### src/rtl/mips_pkg.sv
// Shared encodings for the multicycle MIPS control path: ALU function codes,
// opcode/funct values, datapath mux selects and the control FSM states.
package mips_pkg;

  // ALU operation encoding driven on alu_func
  localparam logic [2:0] ALU_ADD  = 3'd0;
  localparam logic [2:0] ALU_SUB  = 3'd1;
  localparam logic [2:0] ALU_AND  = 3'd2;
  localparam logic [2:0] ALU_OR   = 3'd3;
  localparam logic [2:0] ALU_NOR  = 3'd4;
  localparam logic [2:0] ALU_SLT  = 3'd5;
  localparam logic [2:0] ALU_LUI  = 3'd6;
  localparam logic [2:0] ALU_ZERO = 3'd7;

  // Opcodes, instr[31:26]
  localparam logic [5:0] OP_RTYPE = 6'h00;
  localparam logic [5:0] OP_J     = 6'h02;
  localparam logic [5:0] OP_BEQ   = 6'h04;
  localparam logic [5:0] OP_BNE   = 6'h05;
  localparam logic [5:0] OP_ADDI  = 6'h08;
  localparam logic [5:0] OP_SLTI  = 6'h0A;
  localparam logic [5:0] OP_ANDI  = 6'h0C;
  localparam logic [5:0] OP_ORI   = 6'h0D;
  localparam logic [5:0] OP_LUI   = 6'h0F;
  localparam logic [5:0] OP_LW    = 6'h23;
  localparam logic [5:0] OP_SW    = 6'h2B;

  // R-type funct codes, instr[5:0]
  localparam logic [5:0] FN_ADD = 6'h20;
  localparam logic [5:0] FN_SUB = 6'h22;
  localparam logic [5:0] FN_AND = 6'h24;
  localparam logic [5:0] FN_OR  = 6'h25;
  localparam logic [5:0] FN_NOR = 6'h27;
  localparam logic [5:0] FN_SLT = 6'h2A;

  // ALU B-operand select
  localparam logic [1:0] SRCB_REGB    = 2'b00;
  localparam logic [1:0] SRCB_FOUR    = 2'b01;
  localparam logic [1:0] SRCB_IMM     = 2'b10;
  localparam logic [1:0] SRCB_IMM_SH2 = 2'b11;

  // PC load source select
  localparam logic [1:0] PCSRC_ALU    = 2'b00;
  localparam logic [1:0] PCSRC_ALUOUT = 2'b01;
  localparam logic [1:0] PCSRC_JUMP   = 2'b10;

  typedef enum logic [3:0] {
    S_FETCH,
    S_DECODE,
    S_MEMADR,
    S_MEMRD,
    S_MEMWB,
    S_MEMWR,
    S_RTYPEEX,
    S_RTYPEWB,
    S_BRANCH,
    S_IMMEX,
    S_IMMWB,
    S_JUMP
  } state_t;

  // What the ALU is being used for in the current step; selects how the
  // function decoder interprets opcode/funct.
  typedef enum logic [1:0] {
    ALU_CLS_ADD,
    ALU_CLS_SUB,
    ALU_CLS_RTYPE,
    ALU_CLS_IMM
  } alu_cls_t;

endpackage

### src/rtl/multicycle_control_if.sv
// Control bundle between the multicycle controller (master) and the
// instruction register / datapath / memory port (slave).
interface multicycle_control_if;
  import mips_pkg::*;

  logic [5:0] opcode;
  logic [5:0] funct;
  logic       zero_flag;
  logic       mem_ready;

  logic       mem_req;
  logic       mem_we;
  logic       iord;
  logic       ir_write;
  logic       pc_en;
  logic [1:0] pc_source;
  logic       alu_src_a;
  logic [1:0] alu_src_b;
  logic       imm_zext;
  logic [2:0] alu_func;
  logic       reg_dst;
  logic       mem_to_reg;
  logic       reg_write;
  logic       illegal_op;

  modport master (
    input  opcode, funct, zero_flag, mem_ready,
    output mem_req, mem_we, iord, ir_write, pc_en, pc_source,
           alu_src_a, alu_src_b, imm_zext, alu_func,
           reg_dst, mem_to_reg, reg_write, illegal_op
  );

  modport slave (
    output opcode, funct, zero_flag, mem_ready,
    input  mem_req, mem_we, iord, ir_write, pc_en, pc_source,
           alu_src_a, alu_src_b, imm_zext, alu_func,
           reg_dst, mem_to_reg, reg_write, illegal_op
  );

endinterface

### src/rtl/multicycle_control_alu_func_decode.sv
// Purely combinational ALU function decoder. The class input says how the
// ALU is used this step; valid_o flags whether opcode/funct is a supported
// instruction at all, independent of the class.
module alu_func_decode
  import mips_pkg::*;
(
  input  alu_cls_t   cls_i,
  input  logic [5:0] opcode_i,
  input  logic [5:0] funct_i,
  output logic [2:0] alu_func_o,
  output logic       imm_zext_o,
  output logic       valid_o
);

  logic [2:0] rtype_func;
  logic       rtype_ok;

  // R-type funct to ALU operation
  always_comb begin
    rtype_func = ALU_ZERO;
    rtype_ok   = 1'b1;
    case (funct_i)
      FN_ADD:  rtype_func = ALU_ADD;
      FN_SUB:  rtype_func = ALU_SUB;
      FN_AND:  rtype_func = ALU_AND;
      FN_OR:   rtype_func = ALU_OR;
      FN_NOR:  rtype_func = ALU_NOR;
      FN_SLT:  rtype_func = ALU_SLT;
      default: rtype_ok   = 1'b0;
    endcase
  end

  // Instruction legality, independent of which step is asking
  always_comb begin
    valid_o = 1'b0;
    case (opcode_i)
      OP_RTYPE:                   valid_o = rtype_ok;
      OP_LW, OP_SW, OP_BEQ,
      OP_BNE, OP_J, OP_ADDI,
      OP_ANDI, OP_ORI, OP_SLTI,
      OP_LUI:                     valid_o = 1'b1;
      default:                    valid_o = 1'b0;
    endcase
  end

  // ALU function and immediate extension for the requested class
  always_comb begin
    // NOTE: every output gets a default before the case so no path through
    // this block can leave a value unassigned and infer a latch.
    alu_func_o = ALU_ADD;
    imm_zext_o = 1'b0;
    case (cls_i)
      ALU_CLS_ADD:   alu_func_o = ALU_ADD;
      ALU_CLS_SUB:   alu_func_o = ALU_SUB;
      ALU_CLS_RTYPE: alu_func_o = rtype_func;
      ALU_CLS_IMM: begin
        case (opcode_i)
          OP_ADDI: alu_func_o = ALU_ADD;
          OP_SLTI: alu_func_o = ALU_SLT;
          OP_LUI:  alu_func_o = ALU_LUI;
          OP_ANDI: begin
            alu_func_o = ALU_AND;
            imm_zext_o = 1'b1;
          end
          OP_ORI: begin
            alu_func_o = ALU_OR;
            imm_zext_o = 1'b1;
          end
          default: alu_func_o = ALU_ZERO;
        endcase
      end
      default:       alu_func_o = ALU_ZERO;
    endcase
  end

endmodule

### src/rtl/multicycle_control.sv
// Multicycle MIPS control FSM: sequences fetch/decode/execute/memory/
// writeback and drives the datapath selects. Outputs are Moore except
// ir_write/pc_en in FETCH (memory handshake) and pc_en in BRANCH (zero flag).
module multicycle_control
  import mips_pkg::*;
(
  input  logic                        clk,
  input  logic                        reset,
  multicycle_control_if.master        ctrl
);

  state_t     state_q;
  state_t     state_d;
  alu_cls_t   alu_cls;
  logic [2:0] dec_alu_func;
  logic       dec_imm_zext;
  logic       dec_valid;

  alu_func_decode u_alu_func_decode (
    .cls_i      (alu_cls),
    .opcode_i   (ctrl.opcode),
    .funct_i    (ctrl.funct),
    .alu_func_o (dec_alu_func),
    .imm_zext_o (dec_imm_zext),
    .valid_o    (dec_valid)
  );

  // State register; reset wins over any pending memory handshake
  always_ff @(posedge clk) begin
    // NOTE: state is updated with non-blocking assignments so every flop
    // samples the pre-edge value regardless of statement order.
    if (reset) state_q <= S_FETCH;
    else       state_q <= state_d;
  end

  // ALU usage class for the current step
  always_comb begin
    alu_cls = ALU_CLS_ADD;
    case (state_q)
      S_RTYPEEX: alu_cls = ALU_CLS_RTYPE;
      S_IMMEX:   alu_cls = ALU_CLS_IMM;
      S_BRANCH:  alu_cls = ALU_CLS_SUB;
      default:   alu_cls = ALU_CLS_ADD;
    endcase
  end

  // Next-state and output decode
  always_comb begin
    state_d         = state_q;
    ctrl.mem_req    = 1'b0;
    ctrl.mem_we     = 1'b0;
    ctrl.iord       = 1'b0;
    ctrl.ir_write   = 1'b0;
    ctrl.pc_en      = 1'b0;
    ctrl.pc_source  = PCSRC_ALU;
    ctrl.alu_src_a  = 1'b0;
    ctrl.alu_src_b  = SRCB_REGB;
    ctrl.imm_zext   = dec_imm_zext;
    ctrl.alu_func   = dec_alu_func;
    ctrl.reg_dst    = 1'b0;
    ctrl.mem_to_reg = 1'b0;
    ctrl.reg_write  = 1'b0;
    ctrl.illegal_op = 1'b0;

    case (state_q)
      S_FETCH: begin
        ctrl.mem_req   = 1'b1;
        ctrl.alu_src_b = SRCB_FOUR;
        ctrl.ir_write  = ctrl.mem_ready;
        ctrl.pc_en     = ctrl.mem_ready;
        if (ctrl.mem_ready) state_d = S_DECODE;
      end

      S_DECODE: begin
        // Branch target is computed speculatively into ALUOut here
        ctrl.alu_src_b = SRCB_IMM_SH2;
        if (!dec_valid) begin
          ctrl.illegal_op = 1'b1;
          state_d         = S_FETCH;
        end else begin
          case (ctrl.opcode)
            OP_LW, OP_SW:      state_d = S_MEMADR;
            OP_RTYPE:          state_d = S_RTYPEEX;
            OP_BEQ, OP_BNE:    state_d = S_BRANCH;
            OP_J:              state_d = S_JUMP;
            OP_ADDI, OP_ANDI,
            OP_ORI, OP_SLTI,
            OP_LUI:            state_d = S_IMMEX;
            default:           state_d = S_FETCH;
          endcase
        end
      end

      S_MEMADR: begin
        ctrl.alu_src_a = 1'b1;
        ctrl.alu_src_b = SRCB_IMM;
        state_d        = (ctrl.opcode == OP_LW) ? S_MEMRD : S_MEMWR;
      end

      S_MEMRD: begin
        ctrl.iord    = 1'b1;
        ctrl.mem_req = 1'b1;
        if (ctrl.mem_ready) state_d = S_MEMWB;
      end

      S_MEMWB: begin
        ctrl.mem_to_reg = 1'b1;
        ctrl.reg_write  = 1'b1;
        state_d         = S_FETCH;
      end

      S_MEMWR: begin
        ctrl.iord    = 1'b1;
        ctrl.mem_req = 1'b1;
        ctrl.mem_we  = 1'b1;
        if (ctrl.mem_ready) state_d = S_FETCH;
      end

      S_RTYPEEX: begin
        ctrl.alu_src_a = 1'b1;
        state_d        = S_RTYPEWB;
      end

      S_RTYPEWB: begin
        ctrl.reg_dst   = 1'b1;
        ctrl.reg_write = 1'b1;
        state_d        = S_FETCH;
      end

      S_BRANCH: begin
        ctrl.alu_src_a = 1'b1;
        ctrl.pc_source = PCSRC_ALUOUT;
        ctrl.pc_en     = (ctrl.opcode == OP_BNE) ? !ctrl.zero_flag : ctrl.zero_flag;
        state_d        = S_FETCH;
      end

      S_IMMEX: begin
        ctrl.alu_src_a = 1'b1;
        ctrl.alu_src_b = SRCB_IMM;
        state_d        = S_IMMWB;
      end

      S_IMMWB: begin
        ctrl.reg_write = 1'b1;
        state_d        = S_FETCH;
      end

      S_JUMP: begin
        ctrl.pc_source = PCSRC_JUMP;
        ctrl.pc_en     = 1'b1;
        state_d        = S_FETCH;
      end

      default: state_d = S_FETCH;
    endcase

    // zero-extension is only meaningful while executing an immediate op
    if (state_q != S_IMMEX) ctrl.imm_zext = 1'b0;
  end

endmodule

### src/flat_wrapper.sv
// flat-port wrapper written by rule: the top's interface ports become plain ports
module multicycle_control_flat import mips_pkg::*;
  (clk, reset, ctrl_opcode, ctrl_funct, ctrl_zero_flag, ctrl_mem_ready, ctrl_mem_req, ctrl_mem_we, ctrl_iord, ctrl_ir_write, ctrl_pc_en, ctrl_pc_source, ctrl_alu_src_a, ctrl_alu_src_b, ctrl_imm_zext, ctrl_alu_func, ctrl_reg_dst, ctrl_mem_to_reg, ctrl_reg_write, ctrl_illegal_op);
  multicycle_control_if ctrl_i ();
  input  logic clk;
  input  logic reset;
  input wire logic [$bits(ctrl_i.opcode)-1:0] ctrl_opcode;
  input wire logic [$bits(ctrl_i.funct)-1:0] ctrl_funct;
  input wire logic [$bits(ctrl_i.zero_flag)-1:0] ctrl_zero_flag;
  input wire logic [$bits(ctrl_i.mem_ready)-1:0] ctrl_mem_ready;
  output wire logic [$bits(ctrl_i.mem_req)-1:0] ctrl_mem_req;
  output wire logic [$bits(ctrl_i.mem_we)-1:0] ctrl_mem_we;
  output wire logic [$bits(ctrl_i.iord)-1:0] ctrl_iord;
  output wire logic [$bits(ctrl_i.ir_write)-1:0] ctrl_ir_write;
  output wire logic [$bits(ctrl_i.pc_en)-1:0] ctrl_pc_en;
  output wire logic [$bits(ctrl_i.pc_source)-1:0] ctrl_pc_source;
  output wire logic [$bits(ctrl_i.alu_src_a)-1:0] ctrl_alu_src_a;
  output wire logic [$bits(ctrl_i.alu_src_b)-1:0] ctrl_alu_src_b;
  output wire logic [$bits(ctrl_i.imm_zext)-1:0] ctrl_imm_zext;
  output wire logic [$bits(ctrl_i.alu_func)-1:0] ctrl_alu_func;
  output wire logic [$bits(ctrl_i.reg_dst)-1:0] ctrl_reg_dst;
  output wire logic [$bits(ctrl_i.mem_to_reg)-1:0] ctrl_mem_to_reg;
  output wire logic [$bits(ctrl_i.reg_write)-1:0] ctrl_reg_write;
  output wire logic [$bits(ctrl_i.illegal_op)-1:0] ctrl_illegal_op;
  assign ctrl_i.opcode = ctrl_opcode;
  assign ctrl_i.funct = ctrl_funct;
  assign ctrl_i.zero_flag = ctrl_zero_flag;
  assign ctrl_i.mem_ready = ctrl_mem_ready;
  assign ctrl_mem_req = ctrl_i.mem_req;
  assign ctrl_mem_we = ctrl_i.mem_we;
  assign ctrl_iord = ctrl_i.iord;
  assign ctrl_ir_write = ctrl_i.ir_write;
  assign ctrl_pc_en = ctrl_i.pc_en;
  assign ctrl_pc_source = ctrl_i.pc_source;
  assign ctrl_alu_src_a = ctrl_i.alu_src_a;
  assign ctrl_alu_src_b = ctrl_i.alu_src_b;
  assign ctrl_imm_zext = ctrl_i.imm_zext;
  assign ctrl_alu_func = ctrl_i.alu_func;
  assign ctrl_reg_dst = ctrl_i.reg_dst;
  assign ctrl_mem_to_reg = ctrl_i.mem_to_reg;
  assign ctrl_reg_write = ctrl_i.reg_write;
  assign ctrl_illegal_op = ctrl_i.illegal_op;
  multicycle_control u_core (.clk(clk), .reset(reset), .ctrl(ctrl_i));
endmodule
### config.mk
export PLATFORM = sky130hd
export DESIGN_NAME = multicycle_control_flat
export DESIGN_NICKNAME = d
export VERILOG_FILES = /design/src/rtl/mips_pkg.sv /design/src/rtl/multicycle_control_if.sv /design/src/rtl/multicycle_control_alu_func_decode.sv /design/src/rtl/multicycle_control.sv /design/src/flat_wrapper.sv
export SDC_FILE = /design/constraint.sdc
export NUM_CORES = 1
export LEC_CHECK = 0
export ABC_AREA = 1
export BUFFER_PORTS_ARGS = -buffer_cell sky130_fd_sc_hd__buf_4
export CAP_MARGIN = 20
export CORE_AREA = 2 2 60 62
export DETAILED_ROUTE_END_ITERATION = 6
export DIE_AREA = 0 0 62 64
export MAX_ROUTING_LAYER = met4
export PLACE_DENSITY = 0.49
export SETUP_SLACK_MARGIN = 0.5
export SLEW_MARGIN = 10
export SYNTH_ARGS = -nofsm -noshare
export SYNTH_HDL_FRONTEND = slang
export SYNTH_SLANG_ARGS = --single-unit
### constraint.sdc
create_clock -name clk -period 1.2 [get_ports clk]
set_input_delay 0.06 -clock clk [delete_from_list [all_inputs] [get_ports clk]]
set_output_delay 0.06 -clock clk [all_outputs]
set_load 0.005 [all_outputs]
# Word-level counts from Yosys, hierarchy flattened

Index checks and enable logic that the tools add are counted.

Flip-flop bits (word level): 4
Bits in latches: 0
Memory bits (writable): 0
Memory bits (read-only): 0
Output and inout bits: 18
Memories kept: 0

Add/subtract/negate cells: 0
$mul: 0
Divide/modulo/power cells: 0
$lt $le $gt $ge: 0
Equality and inequality tests: 34
Shift-type cells: 0
Muxes and demuxes: 30
Bitwise operators: 0
Reduce and logical (&&, ||, !) cells: 16

Operators with widths:

| kind                 | number |
|---|---|
| $eq A6 B6 Y1 const B | 8 |
| $eq A6 B4 Y1 const B | 5 |
| $pmux W4 S7          | 1 |
| $pmux W4 S5          | 1 |
| $pmux W3 S6          | 1 |
| $eq A4 B3 Y1 const B | 4 |
| $eq A4 B4 Y1 const B | 4 |
| $mux W4              | 4 |
| $mux W1              | 15 |
| $pmux W3 S5          | 1 |
| $eq A6 B3 Y1 const B | 2 |
| $pmux W2 S3          | 2 |
| $pmux W3 S4          | 1 |
| $reduce_or A10 Y1    | 1 |
| $reduce_or A2 Y1     | 5 |
| $eq A4 B2 Y1 const B | 2 |
| $eq A6 B2 Y1 const B | 1 |
| $logic_not A6 Y1     | 1 |
| $ne A2 B2 Y1 const B | 3 |
| $reduce_or A3 Y1     | 2 |
| $reduce_or A6 Y1     | 1 |
| $reduce_or A5 Y1     | 1 |
| $eq A2 B2 Y1 const B | 2 |
| $eq A4 B1 Y1 const B | 1 |
| 11 further kinds     | 11 |

# Depth between registers and ports, before layout

Gate-level depths: netlist (run 1).

Depth after elaboration: 6
Depth in mapped cells: 11

# By module

From an unflattened synthesis (run 1), not the netlist that was laid out.

Cells, all modules: 176
Area total of the unflattened synthesis: 895.9 um^2

Modules (own cells, without submodules):

| module             | times used | cells each | area each (um^2) | sequential area each (um^2) |
|---|---|---|---|---|
| multicycle_control | 1          | 102        | 523.0            | 80.1 |
| alu_func_decode    | 1          | 74         | 372.9            | 0.0 |

# Worst setup path after synthesis (run 1)

No wires, ideal clock.

Path kind: reg-to-reg
Start: reg u_core.state_q[1]
End: reg u_core.state_q[0]
Arrival time: 1.011 ns
Required time: 1.086 ns
Slack: 0.075 ns
Cell stages (with the launch flop): 8
Path buffers: 1
Period minus slack after synthesis: 1.125 ns
Path through: dfxtp_1 buf_2 nor2_2 nand2_1 nand3_2 nand2_2 a21oi_1 nor2_1

Word-level cells in the longest chain between the ends: 3
Elaborated cells on any way between the ends: 12
Those cells by class: eq/ne (9); mux (1); reduce/logical (2)

Ends and longest elaborated chain:

| item                                 | RTL line                 | source |
|---|---|---|
| from (decl)                          | multicycle_control.sv:12 | `state_t state_q;` |
| from (signal assigned)               | multicycle_control.sv:33 | `else state_q <= state_d;` |
| $eq A4 B3 Y1 (tied with other cells) | multicycle_control.sv:65 | `case (state_q)` |
| $ne A2 B2 Y1 (no source line)        | --                       |  |
| $reduce_and A3 Y1 (no source line)   | --                       |  |

Several ways; a longest one is shown, not always the timed one.
A chain may end at the register's enable or synchronous reset.

# Worst setup path after layout (run 1)

Start: reg u_core.state_q[1]
End: out ctrl_alu_func[2]

Word-level cells in the longest chain between the ends: 4
Elaborated cells on any way between the ends: 9
Those cells by class: eq/ne (6); mux (2); reduce/logical (1)

Ends and longest elaborated chain:

| item                                         | RTL line                                 | source |
|---|---|---|
| $eq A4 B4 Y1 or $eq A4 B3 Y1 (tied branches) | multicycle_control.sv:39                 | `case (state_q)` |
| $pmux W2 S3 (*)                              | multicycle_control.sv:39                 |  |
| $eq A2 B2 Y1 (tied with other cells)         | multicycle_control_alu_func_decode.sv:52 | `case (cls_i)` |
| $pmux W3 S4 (*)                              | multicycle_control_alu_func_decode.sv:52 |  |
| to (decl)                                    | flat_wrapper.sv:20                       | `output wire logic [$bits(ctrl_i.alu_func)-1:0] ctrl_alu_func;` |

Mark *: on every way between the ends. The rest lies on a longest branch, timed or not.

==> flow_summary_export.csv, run 1 <==
group,metric,value,unit
status,outcome,"finished with violations",
status,violations,"setup timing",
pwr,power.density,456,nW/um^2
timing,fin_skew,0.00562,ns
clock_network,cts_buffer_depth,2,
routing,antenna_left,0,
die,rows,21,
yosys,yosysSeqAreaShare,10.3,%
placed_design,dp_worst_setup_slack,-0.0610,ns
yosys,synth_top_cell_area_share,13.5,%
yosys,synth_cells,149,
die,die-height,64,um
timing,holdWs,0.0744,ns
global_route,grt_pass1_vias,1069,
timing,final_hold_viol_count,0,
routing,wl,2.57,mm
die,die-area,3970,sq um
timing,slew_viol_final,0,
timing,fmax,751,MHz
finish,layout_commonest_cell,"buf_4",
critical_path,worstSetupPathType,"register to output port",
yosys,syn_area,778,sq um
global_route,grt_pass1_wl,4.29,mm
clock_network,cts_buffers,3,
finish,layout_common_cells,"buf_4 (43), nand2_1 (24), inv_1 (19), inv_2 (16), nor2_1 (16)",
clock_network,path_clk_slew,0.04,ns
clock_network,cts_root_buffer,"clkbuf_4",
run,drv_cap,0,
finish,antenna_cells,0,
clock_network,cts_tree,"built",
global_route,grt_max_degree,9,
die,num_io_pins,34,
clock_network,cts.sinks,4,
hold_path,hold_class,"input pin to register",
critical_path,arrival,1.27,ns
critical_path,cp_max_fo,8,
routing,drt_iter0_drc,27,
finish,top_regs,"u_core.state_q: 4 flops",
routing,wl_per_cell,10.3,um
finish,largest_register_ffs,4,
yosys,synth_area_per_cell,5.22,sq um
pwr,ir_drop,0.293,mV
timing,rsz0062_at_grt,"true",
finish,multi_input_area,694,sq um
die,die_w,62,um
finish,syn2layout_area_growth,87.1,%
timing,timing.final.ws_setup,-0.132,ns
pwr,power_leakage,0.752,nW
global_route,grt_usage,13.9,%
die,fp.coreArea,3280,sq um
finish,fill_cells,344,
yosys,synth_area_leaders,"nand2_1 (14%), inv_1 (13%), nor2_1 (13%)",
timing,finalCritPeriodShare,111,%
critical_path,critPathLaunchType,"register",
clock_network,worstSkewPairLatency,0.24,ns
placed_design,portBuffers,33,
timing,finalCriticalPeriod,1.33,ns
finish,top_register,"u_core.state_q",
yosys,synth_cell_types,24,
yosys,syn_nets,165,
routing,via_per_inst,4.54,
yosys,async_reset_ff_share,0,%
yosys,synth_top_cell_by_area,"nand2_1",
placed_design,place.gp.congestion,0.880,
routing,dr.pass1.iters,4,
critical_path,endpoint_kind,"output port",
global_route,antenna_found_initial,0,
die,start_util,23.7,%
critical_path,required,1.14,ns
routing,vias,1134,
clock_network,htree_levels,1,
timing,worstMarginPinSlew,0.354,ns
finish,seqCellArea,92.6,sq um
timing,setup_viol,18,
routing,drc_errors,0,
timing,max_slew_margin,76.1,%
finish,drive_gt1_share,58.8,%
placed_design,dp_hpwl,2.08,mm
yosys,ys_ff_latch,4,
finish,post-route-util,44.3,%
yosys,ys.flop_type,"dfxtp_1",
finish,nNetsFinal,222,
timing,fin_tns_setup,-1.23,ns
yosys,ys_warn_count,0,
yosys,synth_edf_count,0,
global_route,grt-ovfl-total,0,
## cells in the mapped netlist, types with 2 or more instances
| library cell | number |
|---|---|
| inv_1 | 27 |
| nor3_1 | 4 |
| nand2_1 | 28 |
| nor2_1 | 26 |
| o21ai_0 | 2 |
| dfxtp_1 | 4 |
| o21ai_1 | 7 |
| nor2_4 | 3 |
| inv_2 | 9 |
| nand2_4 | 2 |
| nand2_2 | 2 |
| nand3_1 | 12 |
| nand3_2 | 4 |
| nor2_2 | 6 |
| a21oi_1 | 4 |
## routing by layer
layer	vias to the layer above	track usage, %	routed length, um
met5	-	-	0
met4	0	1.60	0
met3	0	2.83	161
met2	40	23.7	1320
met1	517	17.0	1080
li1	577	-	-
## cells by family (layout without fill, tap and decap cells)
family          after synthesis  in the layout  share of synthesized area [%]
compound gates               20             20                           15.8
buf+inv                      37             92                           18.0
simple gates                 88             88                           55.9
flops                         4              4                           10.3
## final timing paths
| check | start | end | cells past startpoint | slack (ns) |
|---|---|---|---|---|
| worst max-delay path | u_core.state_q[1] | ctrl_alu_func[2] | 7 | -0.13 |
| worst min-delay path | reset | u_core.state_q[3] | 4 | 0.07 |
| worst max register to register | u_core.state_q[3] | u_core.state_q[2] | 9 | -0.04 |
| worst min register to register | u_core.state_q[1] | u_core.state_q[1] | 5 | 0.74 |
## critical path, cell delays in order, from the launching register on
cell	delay, ns
dfxtp_2	0.32
buf_12	0.14
nand2_4	0.07
inv_2	0.05
nand2_2	0.07
inv_2	0.06
a32o_1	0.21
buf_4	0.13
## layout make-up
cell class | instances | share of cell area [%]
multi-input cells | 108 | 47.7
inverters | 36 | 9.45
flip-flops and latches | 4 | 6.36
clock buffers | 3 | 1.55
repair buffers | 53 | 31.0
well taps | 46 | 3.95
## where the power goes
group	internal [mW]	leakage (nW)	switching [mW]	total, mW
clock	0.112	0.0138	0.0562	0.168
sequential	0.137	0.0352	0.00979	0.146
combinational	0.167	0.703	0.183	0.350
## stage by stage
step                instances  area, sq um  total power [mW]
detailed placement        235         1220             0.451
finish                    250         1460             0.664
global route              250         1460             0.724
CTS                       250         1420             0.663
global placement          235         1220             0.449
floorplan                 149          852             0.315
## repair_timing
action / in CTS / in global routing
setup buffers: 11 / 0
pin swaps: 13 / 6
endpoints found under the setup margin: 22 / 22
gates resized for setup: 27 / 8
hold buffers: 1 / 0
hold endpoints to repair: 2 / 0
Note: power is estimated with default switching activity, not from simulation.
==> run 2, diff against run 1 <==
--- a/config.mk
+++ b/config.mk
@@ -7,7 +7,6 @@
 export LEC_CHECK = 0
 export ABC_AREA = 1
 export BUFFER_PORTS_ARGS = -buffer_cell sky130_fd_sc_hd__buf_4
-export CAP_MARGIN = 20
 export CORE_AREA = 2 2 60 62
 export DETAILED_ROUTE_END_ITERATION = 6
 export DIE_AREA = 0 0 62 64
==> constraint.sdc (replaced) <==
create_clock -name clk -period 1.3 [get_ports clk]
set_input_delay 0.065 -clock clk [delete_from_list [all_inputs] [get_ports clk]]
set_output_delay 0.065 -clock clk [all_outputs]
set_load 0.005 [all_outputs]
==> run 2 against run 1 <==
Effect of this change:
- the run still ends with setup timing left
- clock power is 14% lower
- sequential share of layout area stayed put
- utilization stayed put
- combinational power is 5% lower
- sequential power is 5% lower
- wire length is 3.2% lower
- register-to-register slack better by 0.09 ns
- critical path type unchanged
- highest routed layer unchanged
==> flow_summary_export.csv, run 2 (synthesis results as in run 1) <==
group,metric,value,unit
routing,vias,1061,
critical_path,r2r-end,"u_core.state_q[0]",
hold_path,hold_class,"input pin to register",
critical_path,arrival,1.27,ns
clock_network,cts.sinks,4,
placed_design,portBuffers,33,
clock_network,cts_tree,"built",
global_route,grt_pass1_vias,992,
global_route,grt-ovfl-total,0,
finish,syn2layout_area_growth,87.1,%
placed_design,place.gp.congestion,0.816,
timing,rsz0062_at_grt,"true",
timing,fin_skew,0.00496,ns
timing,final_hold_viol_count,0,
critical_path,r2r_cells,8,
die,die-area,3970,sq um
critical_path,crit_slowest_cell,"dfxtp_4",
routing,drc_errors,0,
critical_path,path_cells,"inv_6 > nor2_4 > inv_2 > nor2_4 > inv_2 > nor2_2 > buf_4",
timing,timing.final.ws_setup,-0.0357,ns
global_route,grt_pass1_wl,4.02,mm
die,die_w,62,um
finish,largest_register_ffs,4,
timing,max_slew_margin,69.9,%
timing,setup_viol,4,
routing,wl_per_cell,10.1,um
clock_network,worstSkewPairLatency,0.23,ns
critical_path,critPathLaunchType,"register",
critical_path,startpoint,"u_core.state_q[0]",
clock_network,cts_root_buffer,"clkbuf_4",
critical_path,cp-endpoint,"ctrl_illegal_op",
critical_path,required,1.24,ns
finish,stdcell_count,247,
die,die-height,64,um
run,drv_cap,0,
die,start_util,23.7,%
clock_network,htree_levels,1,
routing,wl,2.48,mm
timing,slew_viol_final,0,
routing,dr.pass1.iters,4,
die,num_io_pins,34,
finish,layout_common_cells,"buf_4 (40), nand2_1 (22), inv_1 (19), nor2_1 (18), inv_2 (13)",
placed_design,dp_worst_setup_slack,0.0732,ns
timing,finalCriticalPeriod,1.34,ns
finish,top_regs,"u_core.state_q: 4 flops",
die,rows,21,
finish,layout_commonest_cell,"buf_4",
pwr,power_leakage,0.756,nW
clock_network,cts_buffer_depth,2,
pwr,power.density,423,nW/um^2
finish,antenna_cells,0,
status,outcome,"finished with violations",
critical_path,worstSetupPathType,"register to output port",
placed_design,dp.cells,231,
global_route,grt_max_degree,7,
critical_path,rrSetupSlack,0.05,ns
critical_path,cp_max_fo,4,
global_route,grt_usage,13.1,%
routing,via_per_inst,4.30,
critical_path,r2r-start,"u_core.state_q[0]",
finish,top_register,"u_core.state_q",
routing,antenna_left,0,
status,violations,"setup timing",
critical_path,endpoint_kind,"output port",
timing,fin_tns_setup,-0.113,ns
placed_design,dp_hpwl,2.05,mm
die,fp.coreArea,3280,sq um
clock_network,cts_buffers,3,
global_route,antenna_found_initial,0,
timing,worstMarginPinSlew,0.445,ns
pwr,ir_drop,0.169,mV
timing,fmax,749,MHz
finish,drive_gt1_share,57.7,%
finish,nNetsFinal,219,
clock_network,path_clk_slew,0.03,ns
timing,finalCritPeriodShare,103,%
routing,drt_iter0_drc,15,
critical_path,crit_path_max_incr_delay,0.38,ns
timing,holdWs,0.231,ns
[run 2: cell count changes in the layout (fill, tap and decap cells not counted), moves of 2 or more]
cell,delta
nor2_1,+2
buf_4,-3
nand3_4,+2
nand2_4,+2
inv_2,-3
inv_4,+2
nand2_1,-2
[run 2: layout make-up]
| type | count | area, sq um |
|---|---|---|
| multi-input cells | 108 | 716 |
| fillers | 331 | 1830 |
| well taps | 46 | 57.6 |
| repair buffers | 50 | 420 |
| flip-flops and latches | 4 | 92.6 |
| clock buffers | 3 | 22.5 |
| inverters | 36 | 148 |
[run 2: how the worst min path moves through the flow]
stage	start	endpoint	slack (ns)	depth (start not counted)
6_report	ctrl_mem_ready	u_core.state_q[2]	0.23	4
2_1_floorplan	reset	u_core.state_q[2]	0.13	1
5_1_grt	ctrl_mem_ready	u_core.state_q[2]	0.26	4
4_1_cts	ctrl_mem_ready	u_core.state_q[2]	0.20	4
3_5_place_dp	reset	u_core.state_q[2]	0.24	2
3_3_place_gp	reset	u_core.state_q[2]	0.23	2
[run 2: critical path: cells and delay by family (launching register included)]
| family | cells | cell delay (ns) |
|---|---|---|
| buffers and inverters | 4 | 0.30 |
| flip-flops | 1 | 0.38 |
| AND/OR/NAND/NOR | 3 | 0.36 |
[run 2: power by group]
part           total (mW)  internal, mW  switching [mW]  leakage, nW
combinational       0.333         0.154           0.178        0.707
sequential          0.138         0.126          0.0114       0.0352
clock               0.145         0.103          0.0427       0.0138
total               0.616         0.383           0.232        0.756
[run 2: per-stage QoR]
step	total power, mW	util (%)	instance area [sq um]
2_1_floorplan	0.291	-	852
3_3_place_gp	0.405	36.2	1190
3_5_place_dp	0.404	36.2	1190
4_1_cts	0.599	41.9	1380
5_1_grt	0.658	44.3	1460
6_report	0.616	44.3	1460
[run 2: per-layer routing]
layer	GRT usage, %	wire length, um	vias up	part of all wire [%]
met5	-	0	-	0
met4	3.19	0	0	0
met3	0	87	0	3.5
met2	21.9	1240	26	50
met1	17.2	1160	458	47
li1	-	-	577	-
[run 2: timing repair]
action / in CTS / in global routing
endpoints found under the setup margin: 22 / 22
hold endpoints to repair: 1 / 0
setup buffers: 7 / 5
pin swaps: 9 / 13
hold buffers: 1 / 0
gates resized for setup: 32 / 11
==> run 3, diff against run 2 <==
--- a/config.mk
+++ b/config.mk
@@ -7,13 +7,14 @@
 export LEC_CHECK = 0
 export ABC_AREA = 1
 export BUFFER_PORTS_ARGS = -buffer_cell sky130_fd_sc_hd__buf_4
-export CORE_AREA = 2 2 60 62
+export CORE_AREA = 2 2 65 67
+export CTS_CLUSTER_SIZE = 40
 export DETAILED_ROUTE_END_ITERATION = 6
-export DIE_AREA = 0 0 62 64
+export DIE_AREA = 0 0 67 69
 export MAX_ROUTING_LAYER = met4
-export PLACE_DENSITY = 0.49
+export PLACE_DENSITY = 0.47
 export SETUP_SLACK_MARGIN = 0.5
-export SLEW_MARGIN = 10
 export SYNTH_ARGS = -nofsm -noshare
 export SYNTH_HDL_FRONTEND = slang
+export SYNTH_HIERARCHICAL = 1
 export SYNTH_SLANG_ARGS = --single-unit
==> run 3 against run 2 <==
Effect of this change:
- the run still ends with setup timing left
- via count rose by 21%
- setup slack got worse by 0.12 ns
- sequential power fell by 8%
- sequential share of layout area fell by 0.93 points
- critical endpoint is now ctrl_alu_func[0]
- highest routed layer is now met4
==> flow_summary_export.csv, run 3 <==
group,metric,value,unit
critical_path,worstSetupPathType,"register to output port",
pwr,p_seq_share,17.0,%
yosys,synth_area_leaders,"nand2_1 (18%), nor2_1 (13%), inv_1 (13%)",
clock_network,worstSkewPairLatency,0.22,ns
clock_network,cts-hold-fix-buffers,0,
placed_design,dp_hpwl,2.32,mm
critical_path,arrival,1.39,ns
routing,drc_errors,0,
finish,antenna_cells,0,
pwr,power,743,uW
pwr,power_frac_clock,35.3,%
critical_path,endpoint_kind,"output port",
yosys,synth_cell_types,22,
run,drv_cap,0,
timing,finalCriticalPeriod,1.45,ns
yosys,synth_cells,176,
clock_network,cts_root_buffer,"clkbuf_8",
finish,layout_commonest_cell,"buf_4",
yosys,synth_top_cell_area_share,18.4,%
hold_path,hold_class,"input pin to register",
timing,worstMarginPinSlew,0.300,ns
global_route,grt_pass1_vias,1199,
timing,max_slew_margin,79.9,%
pwr,netSwitchingFraction,33.7,%
clock_network,path_clk_slew,0.03,ns
die,die-height,69,um
die,rows,23,
timing,timing.final.ws_setup,-0.152,ns
routing,vias,1287,
clock_network,htree_levels,1,
routing,dr.pass1.iters,4,
finish,nNetsFinal,261,
critical_path,rrSetupSlack,-0.08,ns
critical_path,r2r_cells,9,
yosys,yosysMostFrequentCell,"nand2_1",
timing,fin_skew,0.00115,ns
yosys,syn_nets,192,
routing,antenna_left,0,
routing,drt_iter0_drc,56,
die,die_w,67,um
placed_design,portBuffers,33,
placed_design,postPlaceCellArea,1450,sq um
clock_network,cts_buffers,3,
clock_network,cts_tree,"built",
status,violations,"setup timing",
pwr,power.density,436,nW/um^2
yosys,ys.flop_type,"dfxtp_1",
pwr,power_leakage,0.854,nW
finish,drive_gt1_share,53.9,%
critical_path,required,1.24,ns
critical_path,startpoint,"u_core/state_q[2]",
finish,largest_register_ffs,4,
timing,fmax,689,MHz
pwr,pwr-share-comb,47.7,%
pwr,p_sw,251,uW
clock_network,cts.sinks,4,
timing,slew_viol_final,0,
global_route,grt-ovfl-total,0,
finish,final_area,1710,sq um
die,num_io_pins,34,
hold_path,hold_path_depth,2,
status,outcome,"finished with violations",
yosys,synth_edf_count,0,
timing,setup_viol,14,
timing,finalCritPeriodShare,112,%
routing,wl,2.93,mm
yosys,async_reset_ff_share,0,%
pwr,ir_drop,0.470,mV
critical_path,r2r-end,"u_core/state_q[1]",
critical_path,critPathLaunchType,"register",
yosys,ys_top_cells_by_count,"nand2_1 (44), nor2_1 (31), inv_1 (30), nand3_1 (18)",
pwr,p_int,492,uW
routing,via_per_inst,4.39,
global_route,grt_usage,13.4,%
die,start_util,22.9,%
finish,layout_common_cells,"buf_4 (54), nand2_1 (38), inv_1 (22), nor2_1 (20), nor2_4 (15)",
critical_path,cp-endpoint,"ctrl_alu_func[0]",
clock_network,cts_buffer_depth,2,
die,fp.coreArea,3910,sq um
critical_path,r2r-start,"u_core/state_q[3]",
timing,final_hold_viol_count,0,
yosys,ys_warn_count,6,
finish,top_regs,"u_core/state_q: 4 flops",
yosys,syn_area,896,sq um
finish,syn2layout_area_growth,90.4,%
yosys,yosysSeqAreaShare,8.94,%
yosys,synth_area_per_cell,5.09,sq um
critical_path,cp_max_fo,4,
global_route,antenna_found_initial,0,
placed_design,place.gp.congestion,0.802,
finish,top_register,"u_core/state_q",
timing,rsz0062_at_grt,"true",
die,die-area,4620,sq um
yosys,ys_ff_latch,4,
routing,wl_per_cell,9.99,um
global_route,grt_pass1_wl,4.86,mm
yosys,synth_top_cell_by_area,"nand2_1",
global_route,grt_max_degree,10,
[run 3: routing by layer]
metal / GRT usage (%) / routed length, um / vias up
met5: - / 0 / -
met4: 3.85 / 15 / 0
met3: 2.12 / 144 / 2
met2: 22.0 / 1450 / 32
met1: 16.5 / 1320 / 567
li1: - / - / 686
[run 3: how the worst min path moves through the flow]
| stage | to | start | slack, ns |
|---|---|---|---|
| CTS | u_core/state_q[2] | reset | 0.02 |
| global placement | u_core/state_q[2] | reset | 0.26 |
| finish | u_core/state_q[2] | reset | 0.04 |
| detailed placement | u_core/state_q[2] | reset | 0.26 |
| global route | u_core/state_q[2] | reset | 0.04 |
| floorplan | u_core/state_q[0] | reset | 0.13 |
[run 3: layout make-up]
cell class	instances	area (sq um)
clock buffer	3	41.3
fill	435	2210
inverter	37	144
multi-input combinational	134	836
sequential	4	92.6
tap	50	62.6
timing repair buffer	65	529
[run 3: power groups by stage]
stage | clock (mW) | combinational [mW] | sequential (mW)
2_1_floorplan | 0 | 0.133 | 0.135
3_3_place_gp | 0 | 0.297 | 0.133
3_5_place_dp | 0 | 0.295 | 0.133
4_1_cts | 0.276 | 0.324 | 0.127
5_1_grt | 0.282 | 0.390 | 0.127
6_report | 0.262 | 0.354 | 0.127
[run 3: logic make-up (layout without fill, tap and decap cells)]
logic type	count (synthesis)	count (layout)	share of synthesized area, %
AO/OA/AOI/OAI	15	15	10.2
buffers and inverters	38	105	16.3
flip-flops	4	4	8.94
AND/OR/NAND/NOR	119	119	64.5
[run 3: timing repair]
item                                    CTS  global route
buffers inserted                          4             1
pin swaps                                12             5
gates resized for setup                  37            14
cloned                                    0             0
endpoints found under the setup margin   22            22
[run 3: critical path: stages, from the launching register on]
cell and delay [ns]:
dfxtp_4 0.36, inv_2 0.05, nor2_4 0.08, inv_2 0.06
o21ai_4 0.16, nand2_1 0.07, nor2_1 0.08, nand2_1 0.06
nand2_1 0.05, nand2_1 0.06, buf_4 0.13
[run 3: stage by stage]
stage                     utilization [%]  hold WS [ns]  setup WS [ns]  std cells  setup TNS, ns
after CTS                            41.8        0.0161         -0.153        292         -0.855
after detailed placement             37.0         0.255        -0.0864        285         -0.205
final                                43.6        0.0404         -0.152        293          -1.15
after global placement               37.0         0.257        -0.0586        285         -0.243
after floorplan                         -         0.127          0.179        176              0
after global routing                 43.6        0.0356         -0.254        293          -2.55
